## config.mk

```make
export PLATFORM = sky130hd
export DESIGN_NAME = alu16_issue_stage
export DESIGN_NICKNAME = d
export VERILOG_FILES = /design/src/rtl/alu16_issue_stage.sv
export SDC_FILE = /design/constraint.sdc
export NUM_CORES = 1
export LEC_CHECK = 0
export CORE_ASPECT_RATIO = 1.5
export CORE_UTILIZATION = 30
export DETAILED_ROUTE_END_ITERATION = 7
export SYNTH_ARGS = -nofsm -noshare
export SYNTH_HDL_FRONTEND = slang
export SYNTH_SLANG_ARGS = --single-unit
export TNS_END_PERCENT = 20
```

## constraint.sdc

```tcl
create_clock -name clk -period 24.1 [get_ports clk]
set_input_delay 7.23 -clock clk [delete_from_list [all_inputs] [get_ports clk]]
set_output_delay 7.23 -clock clk [all_outputs]
set_load 0.05 [all_outputs]
```

## src/rtl/alu16_issue_stage.sv

```systemverilog
// Issue/writeback stage around an external combinational ALU: 8-entry register
// file, registered ALU operands, and a backpressured result port with flags.
module alu16_issue_stage #(
  parameter int DATA_W = 16,
  parameter int REG_N  = 8
) (
  input  logic                       clk,
  input  logic                       rst,
  input  logic                       instr_valid,
  output logic                       instr_ready,
  input  logic [3:0]                 instr_op,
  input  logic [$clog2(REG_N)-1:0]   instr_rd,
  input  logic [$clog2(REG_N)-1:0]   instr_ra,
  input  logic [$clog2(REG_N)-1:0]   instr_rb,
  input  logic [DATA_W-1:0]          instr_imm,
  output logic [DATA_W-1:0]          alu_a,
  output logic [DATA_W-1:0]          alu_b,
  output logic [3:0]                 alu_ctrl,
  input  logic [DATA_W-1:0]          alu_s,
  input  logic                       alu_overflow,
  input  logic                       alu_zero,
  output logic                       res_valid,
  input  logic                       res_ready,
  output logic [DATA_W-1:0]          res_data,
  output logic [$clog2(REG_N)-1:0]   res_rd,
  output logic                       res_err,
  output logic                       flag_z,
  output logic                       flag_v,
  output logic                       err_sticky
);

  localparam int         IDX_W      = $clog2(REG_N);
  localparam logic [3:0] OP_ALU_MAX = 4'd11;
  localparam logic [3:0] OP_LDI     = 4'd15;

  logic [DATA_W-1:0] rf_q [REG_N];

  logic [DATA_W-1:0] alu_a_q, alu_b_q;
  logic [3:0]        alu_ctrl_q;
  logic [3:0]        ex_op_q;
  logic [IDX_W-1:0]  ex_rd_q;
  logic [DATA_W-1:0] ex_imm_q;
  logic              ex_valid_q;

  logic              res_valid_q, res_err_q;
  logic [DATA_W-1:0] res_data_q;
  logic [IDX_W-1:0]  res_rd_q;
  logic              flag_z_q, flag_v_q, err_sticky_q;

  logic              stall, accept, retire;
  logic              ex_is_alu, ex_is_ldi, wb_en;
  logic [DATA_W-1:0] wb_data, opa_d, opb_d;
  logic [3:0]        ctrl_d;

  assign stall       = res_valid_q & ~res_ready;
  assign instr_ready = ~stall;
  assign accept      = instr_valid & instr_ready;
  assign retire      = ex_valid_q & ~stall;

  assign ex_is_alu = (ex_op_q <= OP_ALU_MAX);
  assign ex_is_ldi = (ex_op_q == OP_LDI);
  assign wb_en     = retire & (ex_is_alu | ex_is_ldi);
  assign wb_data   = ex_is_ldi ? ex_imm_q : alu_s;

  // Forward the retiring value so a dependent instruction issues without a bubble
  assign opa_d  = (wb_en && (ex_rd_q == instr_ra)) ? wb_data : rf_q[instr_ra];
  assign opb_d  = (wb_en && (ex_rd_q == instr_rb)) ? wb_data : rf_q[instr_rb];
  assign ctrl_d = (instr_op <= OP_ALU_MAX) ? instr_op : 4'd0;

  always_ff @(posedge clk or posedge rst) begin
    if (rst) begin
      for (int i = 0; i < REG_N; i++) rf_q[i] <= '0;
    end else if (wb_en) begin
      rf_q[ex_rd_q] <= wb_data;
    end
  end

  always_ff @(posedge clk or posedge rst) begin
    if (rst) begin
      alu_a_q    <= '0;
      alu_b_q    <= '0;
      alu_ctrl_q <= '0;
      ex_op_q    <= '0;
      ex_rd_q    <= '0;
      ex_imm_q   <= '0;
      ex_valid_q <= 1'b0;
    end else if (accept) begin
      alu_a_q    <= opa_d;
      alu_b_q    <= opb_d;
      alu_ctrl_q <= ctrl_d;
      ex_op_q    <= instr_op;
      ex_rd_q    <= instr_rd;
      ex_imm_q   <= instr_imm;
      ex_valid_q <= 1'b1;
    end else if (!stall) begin
      ex_valid_q <= 1'b0;
    end
  end

  // Writeback: result port, flags and sticky error all update on retire
  always_ff @(posedge clk or posedge rst) begin
    if (rst) begin
      res_valid_q  <= 1'b0;
      res_data_q   <= '0;
      res_rd_q     <= '0;
      res_err_q    <= 1'b0;
      flag_z_q     <= 1'b0;
      flag_v_q     <= 1'b0;
      err_sticky_q <= 1'b0;
    end else if (retire) begin
      res_valid_q <= 1'b1;
      res_rd_q    <= ex_rd_q;
      if (ex_is_alu) begin
        res_data_q <= alu_s;
        res_err_q  <= 1'b0;
        flag_z_q   <= alu_zero;
        flag_v_q   <= alu_overflow;
      end else if (ex_is_ldi) begin
        res_data_q <= ex_imm_q;
        res_err_q  <= 1'b0;
      end else begin
        res_data_q   <= '0;
        res_err_q    <= 1'b1;
        err_sticky_q <= 1'b1;
      end
    end else if (res_ready) begin
      res_valid_q <= 1'b0;
    end
  end

  assign alu_a      = alu_a_q;
  assign alu_b      = alu_b_q;
  assign alu_ctrl   = alu_ctrl_q;
  assign res_valid  = res_valid_q;
  assign res_data   = res_data_q;
  assign res_rd     = res_rd_q;
  assign res_err    = res_err_q;
  assign flag_z     = flag_z_q;
  assign flag_v     = flag_v_q;
  assign err_sticky = err_sticky_q;

endmodule

```

==> results of run 1 <==
registers in the layout (all words and copies together) (netlist names):
register    count
rf_q          128
alu_a          16
alu_b          16
ex_imm_q       16
res_data       16
alu_ctrl        4
ex_op_q         4
ex_rd_q         3
res_rd          3
err_sticky      1
ex_valid_q      1
flag_v          1
flag_z          1
res_err         1
res_valid       1
placed cells by master (no fill, tap or decap), types with 4 or more instances in the layout:
cell type,count
dfrtp_1,212
mux2_2,118
nand2_1,117
clkdlybuf4s50_1,109
mux4_2,64
mux2i_1,47
nor2_1,36
a221oi_1,32
mux2_4,30
clkbuf_16,21
buf_4,19
a22oi_1,15
clkbuf_8,7
xor2_1,6
clkinv_2,4
cells by family after synthesis:
family	after synthesis	synth area share (%)
simple gates	178	7.48
compound gates	55	4.48
buf+inv	57	2.79
mux	259	34.8
xor+xnor	6	0.495
flops	212	50.0
metrics by stage:
stage / hold slack, ns / total power [mW]
global route: 0.485 / 1.56
CTS: 0.470 / 1.50
floorplan: 0.445 / 1.00
global placement: 0.449 / 1.16
finish: 0.465 / 1.48
detailed placement: 0.455 / 1.17
final timing paths:
kind                                   from     endpoint  slack, ns  cells past startpoint
worst min register to register  alu_ctrl[0]  alu_ctrl[0]       0.46                      2
worst min-delay path            alu_ctrl[0]  alu_ctrl[0]       0.46                      2
worst max register to register   ex_op_q[3]     rf_q[51]      21.55                      4
max in group asynchronous               rst     rf_q[78]      15.15                      3
min in group asynchronous               rst  res_data[8]       7.35                      2
worst max-delay path              res_ready  instr_ready       8.14                      4
where the power goes:
group / total (mW) / switching (mW) / internal, mW
combinational: 0.557 / 0.271 / 0.286
sequential: 0.607 / 0.104 / 0.503
clock: 0.320 / 0.139 / 0.181
per-layer routing:
metal	global-route usage, %	share of wire [%]	up-vias
met2	31.0	55	188
li1	-	-	3047
met1	18.3	38	3653
met5	0	0	-
met4	5.67	2.6	0
met3	1.75	3.8	43
cell type report:
cell class / count / area, um2 / area share [%]
clock inverters: 5 / 27.5 / 0.214
well taps: 473 / 592 / 4.61
multi-input cells: 498 / 5030 / 39.1
flip-flops and latches: 212 / 5310 / 41.3
repair buffers: 130 / 1240 / 9.68
clock buffers: 31 / 633 / 4.93
inverters: 3 / 18.8 / 0.146
critical path, cell delays in order:
cell	delay [ns]
clkdlybuf4s50_1	0.51
nor2b_4	0.08
inv_2	0.11
clkdlybuf4s50_1	0.81
==> flow_metrics.tcl, run 1 <==
set metrics [dict create \
    synth_area_um2 10600 \
    synth_top_area_cell "dfrtp_1" \
    final_cell_area_um2 12800 \
    min_period_over_period_pct 66.2 \
    worst_slew_pin_slew_ns 1.03 \
    dieArea_um2 36200 \
    post_cts_buffers 0 \
    worstSetupEndpointType "primary output" \
    wl_per_cell_um 21.1 \
    grt_setup_unrepaired "no" \
    nFillCells 3351 \
    root_buffer "clkbuf_16" \
    yosys_warnings 0 \
    antenna_found_initial 0 \
    status "finished clean" \
    drive_gt1_share_pct 32.3 \
    hold_class "reg -> reg" \
    setup_tns_ns 0 \
    maxSlewHeadroom_pct 31.4 \
    power_density_nw_per_um2 116 \
    grt_pass1_wl_mm 44.3 \
    gp_congestion 0.748 \
    drt-total-wl_mm 28.5 \
    maxCapViolations 0 \
    dieHeight_um 232 \
    place_inst 1316 \
    synth_cells 767 \
    cts_resized 0 \
    nNetsFinal 916 \
    hold_buffers 0 \
    drt_iter0_markers 365 \
    cts_tree "done" \
    layout-area-overhead-vs-synth_pct 21.0 \
    synth.avg_cell_area_um2 13.8 \
    ioPinCount 112 \
    dpl.hpwl_mm 18.2 \
    critPathLaunchType "input port" \
    path_clk_slew_ns 0.06 \
    finalSetupViolCount 0 \
    global_route.usage.total_pct 16.2 \
    cts_num_sinks 212 \
    syn-num-nets 818 \
    ir_worst_vdd_mv 0.0566 \
    ys_ff_latch 212 \
    initial_utilization_pct 30.3 \
    drc 0 \
    row_count 84 \
    yosys-top-cells-area "dfrtp_1 50%, mux4_2 14%, mux2_2 13%, mux2i_1 4.4%, mux2_4 4.2%" \
    post-synth-top-area-fraction_pct 50.0 \
    die_w_um 156 \
    clock_path_buffers 3 \
    critPathArrivalTime_ns 8.73 \
    cp_data_required_time_ns 16.87 \
    synth_common_cells "212 x dfrtp_1, 118 x mux2_2, 117 x nand2_1, 64 x mux4_2, 47 x mux2i_1" \
    final_cells 1352 \
    seq_area_frac_synth_pct 50.0 \
    grt_max_degree 135 \
    drv_slew 0 \
    cts_buffers 20 \
    grt_overflow_total 0 \
    post-synth-top-count-cell "dfrtp_1" \
    power_leakage_nw 5.61 \
    ys_async_sr_fraction_pct 100 \
    crit_type "in -> out" \
    grt_pass1_vias 7426 \
    crit_fanout 7 \
    finalCriticalPeriod_ns 15.96 \
    firstDrtPassIters 5 \
    synth_ff_type "dfrtp_1" \
    synth_edf_count 0 \
    portBuffers 111 \
    ant_nets 0 \
    num_vias 6931 \
    clock_skew_ns 0.0128 \
    clk_latency_ns 0.51 \
    design.core.area_um2 35000 \
    vias_per_cell 5.13 \
    synth_cell_type_count 38 \
    timing.fmax_mhz 62.6 \
    hold_viol 0 \
    fin_util_pct 36.7 \
    diodes 0 \
    placed_area_um2 12200 \
    h-tree-depth 1 \
    place_ws_ns 8.15 \
    fin_ws_ns 8.14 \
]
Note: power is estimated with default switching activity, not from simulation.
==> run 2: changes to the inputs <==
- clock period: 24.1 -> 15.2 ns (I/O delays scaled with it)
==> flow_metrics.tcl, run 2 (synthesis results as in run 1) <==
set metrics [dict create \
    intPower_mw 1.52 \
    layout-area-overhead-vs-synth_pct 20.7 \
    rr_startpoint "ex_op_q[0]" \
    netSwitchingPower_mw 0.815 \
    clk_latency_ns 0.51 \
    drv_slew 0 \
    rr_worst_depth 4 \
    setup_tns_ns 0 \
    wl_per_cell_um 20.8 \
    met1_usage_pct 18.1 \
    ant_nets 0 \
    finalCriticalPeriod_ns 10.63 \
    row_count 84 \
    finalSetupViolCount 0 \
    portBuffers 111 \
    firstDrtPassIters 4 \
    p_comb_share_pct 37.8 \
    status "finished clean" \
    slowest_delay_ns 0.81 \
    pwr-share-seq_pct 41.3 \
    top_usage_layer "met2" \
    clock_path_buffers 3 \
    worstSetupEndpoint "instr_ready" \
    path_buf_inv 3 \
    power_density_nw_per_um2 182 \
    startpoint "res_ready" \
    use_met3_pct 2.09 \
    crit_fanout 7 \
    dieArea_um2 36200 \
    final_cells 1351 \
    grt_max_degree 152 \
    hold_viol 0 \
    crit_type "in -> out" \
    layout_common_cells "212 x dfrtp_1, 118 x mux2_2, 117 x nand2_1, 109 x clkdlybuf4s50_1, 64 x mux4_2" \
    cpMostUsedCell "clkdlybuf4s50_1" \
    drt-total-wl_mm 28.1 \
    maxCapViolations 0 \
    path_clk_slew_ns 0.06 \
    initial_utilization_pct 30.3 \
    r2r_end "rf_q[51]" \
    crit_chain "clkdlybuf4s50_1 > nor2b_4 > inv_2 > clkdlybuf4s50_1" \
    dpl.hpwl_mm 17.8 \
    global_route.usage.total_pct 15.9 \
    drive_gt1_share_pct 32.2 \
    pwr-share-clk_pct 20.9 \
    critPathArrivalTime_ns 6.07 \
    grt_overflow_total 0 \
    drc 0 \
    crit_family "buffers and inverters" \
    cts_num_sinks 212 \
    dieHeight_um 232 \
    num_vias 6878 \
    grtUsageMet2_pct 30.1 \
    min_period_over_period_pct 69.9 \
    cts_resized 0 \
    rrSetupSlack_ns 12.63 \
    drt_iter0_markers 285 \
    regMostFlops "rf_q" \
    timing.fmax_mhz 94.1 \
    antenna_found_initial 0 \
    path_depth 4 \
    cts_tree "done" \
    power_leakage_nw 5.60 \
    grt_pass1_vias 7250 \
    cts_buffers 21 \
    ir_worst_vdd_mv 0.0823 \
    place_inst 1316 \
    grt_setup_unrepaired "no" \
    gp_congestion 0.769 \
    diodes 0 \
    hold_class "reg -> reg" \
    worstSetupEndpointType "primary output" \
    post_cts_buffers 0 \
    die_w_um 156 \
    critPathLaunchType "input port" \
    ioPinCount 112 \
    root_buffer "clkbuf_16" \
    maxSlewHeadroom_pct 28.8 \
    design.core.area_um2 35000 \
    worst_slew_pin_slew_ns 1.07 \
    layout_commonest_cell "dfrtp_1" \
    switching_share_pct 34.9 \
    cp_data_required_time_ns 10.64 \
    grt_pass1_wl_mm 43.4 \
    nNetsFinal 917 \
    cp_slowest_cell "clkdlybuf4s50_1" \
    clock_skew_ns 0.0135 \
    largest_reg_flops 128 \
    h-tree-depth 1 \
    hold_buffers 0 \
    vias_per_cell 5.09 \
]
## run 2: how the worst min path moves through the flow
stage                            start            to  cells past startpoint
after global routing      res_data[10]  res_data[10]                      2
after detailed placement   alu_ctrl[1]   alu_ctrl[1]                      2
after CTS                  alu_ctrl[1]   alu_ctrl[1]                      2
final                      alu_ctrl[1]   alu_ctrl[1]                      2
after global placement     alu_ctrl[0]   alu_ctrl[0]                      2
after floorplan           ex_imm_q[15]  ex_imm_q[15]                      2
## run 2: final cells by class
| cell class | count | area (um2) |
|---|---|---|
| Clock buffer | 27 | 578 |
| Inverter | 3 | 18.8 |
| Timing Repair Buffer | 130 | 1240 |
| Tap cell | 473 | 592 |
| Multi-Input combinational cell | 498 | 5030 |
| Clock inverter | 8 | 46.3 |
| Fill cell | 3375 | 22200 |
| Sequential cell | 212 | 5310 |
## run 2: per-layer routing
layer	up-vias	part of all wire, %
li1	3039	-
met1	3631	39
met2	172	55
met3	36	3.9
met4	0	2.0
met5	-	0
## run 2: worst reg2reg max path, stage by stage, from the launching register on
cell and delay [ns]:
dfrtp_1 0.41, nand4_1 0.76, buf_4 0.55, mux2_2 0.43, mux2_4 0.30
## run 2: power by group through the flow
stage / Clock, mW / Combinational [mW] / Sequential (mW)
after floorplan: 0 / 0.470 / 1.12
after global placement: 0 / 0.877 / 0.955
after detailed placement: 0 / 0.890 / 0.971
after CTS: 0.502 / 0.893 / 0.962
after global routing: 0.519 / 0.938 / 0.995
final: 0.489 / 0.882 / 0.963
## run 2: through the flow
stage	instance area (um2)	worst slack, ns	hold WS [ns]	util [%]	total power [mW]
global placement	12200	4.58	0.449	34.8	1.83
floorplan	10600	4.85	0.445	-	1.59
finish	12800	4.57	0.465	36.6	2.33
detailed placement	12200	4.58	0.456	34.8	1.86
CTS	12800	4.57	0.471	36.6	2.36
global route	12800	4.53	0.489	36.6	2.45
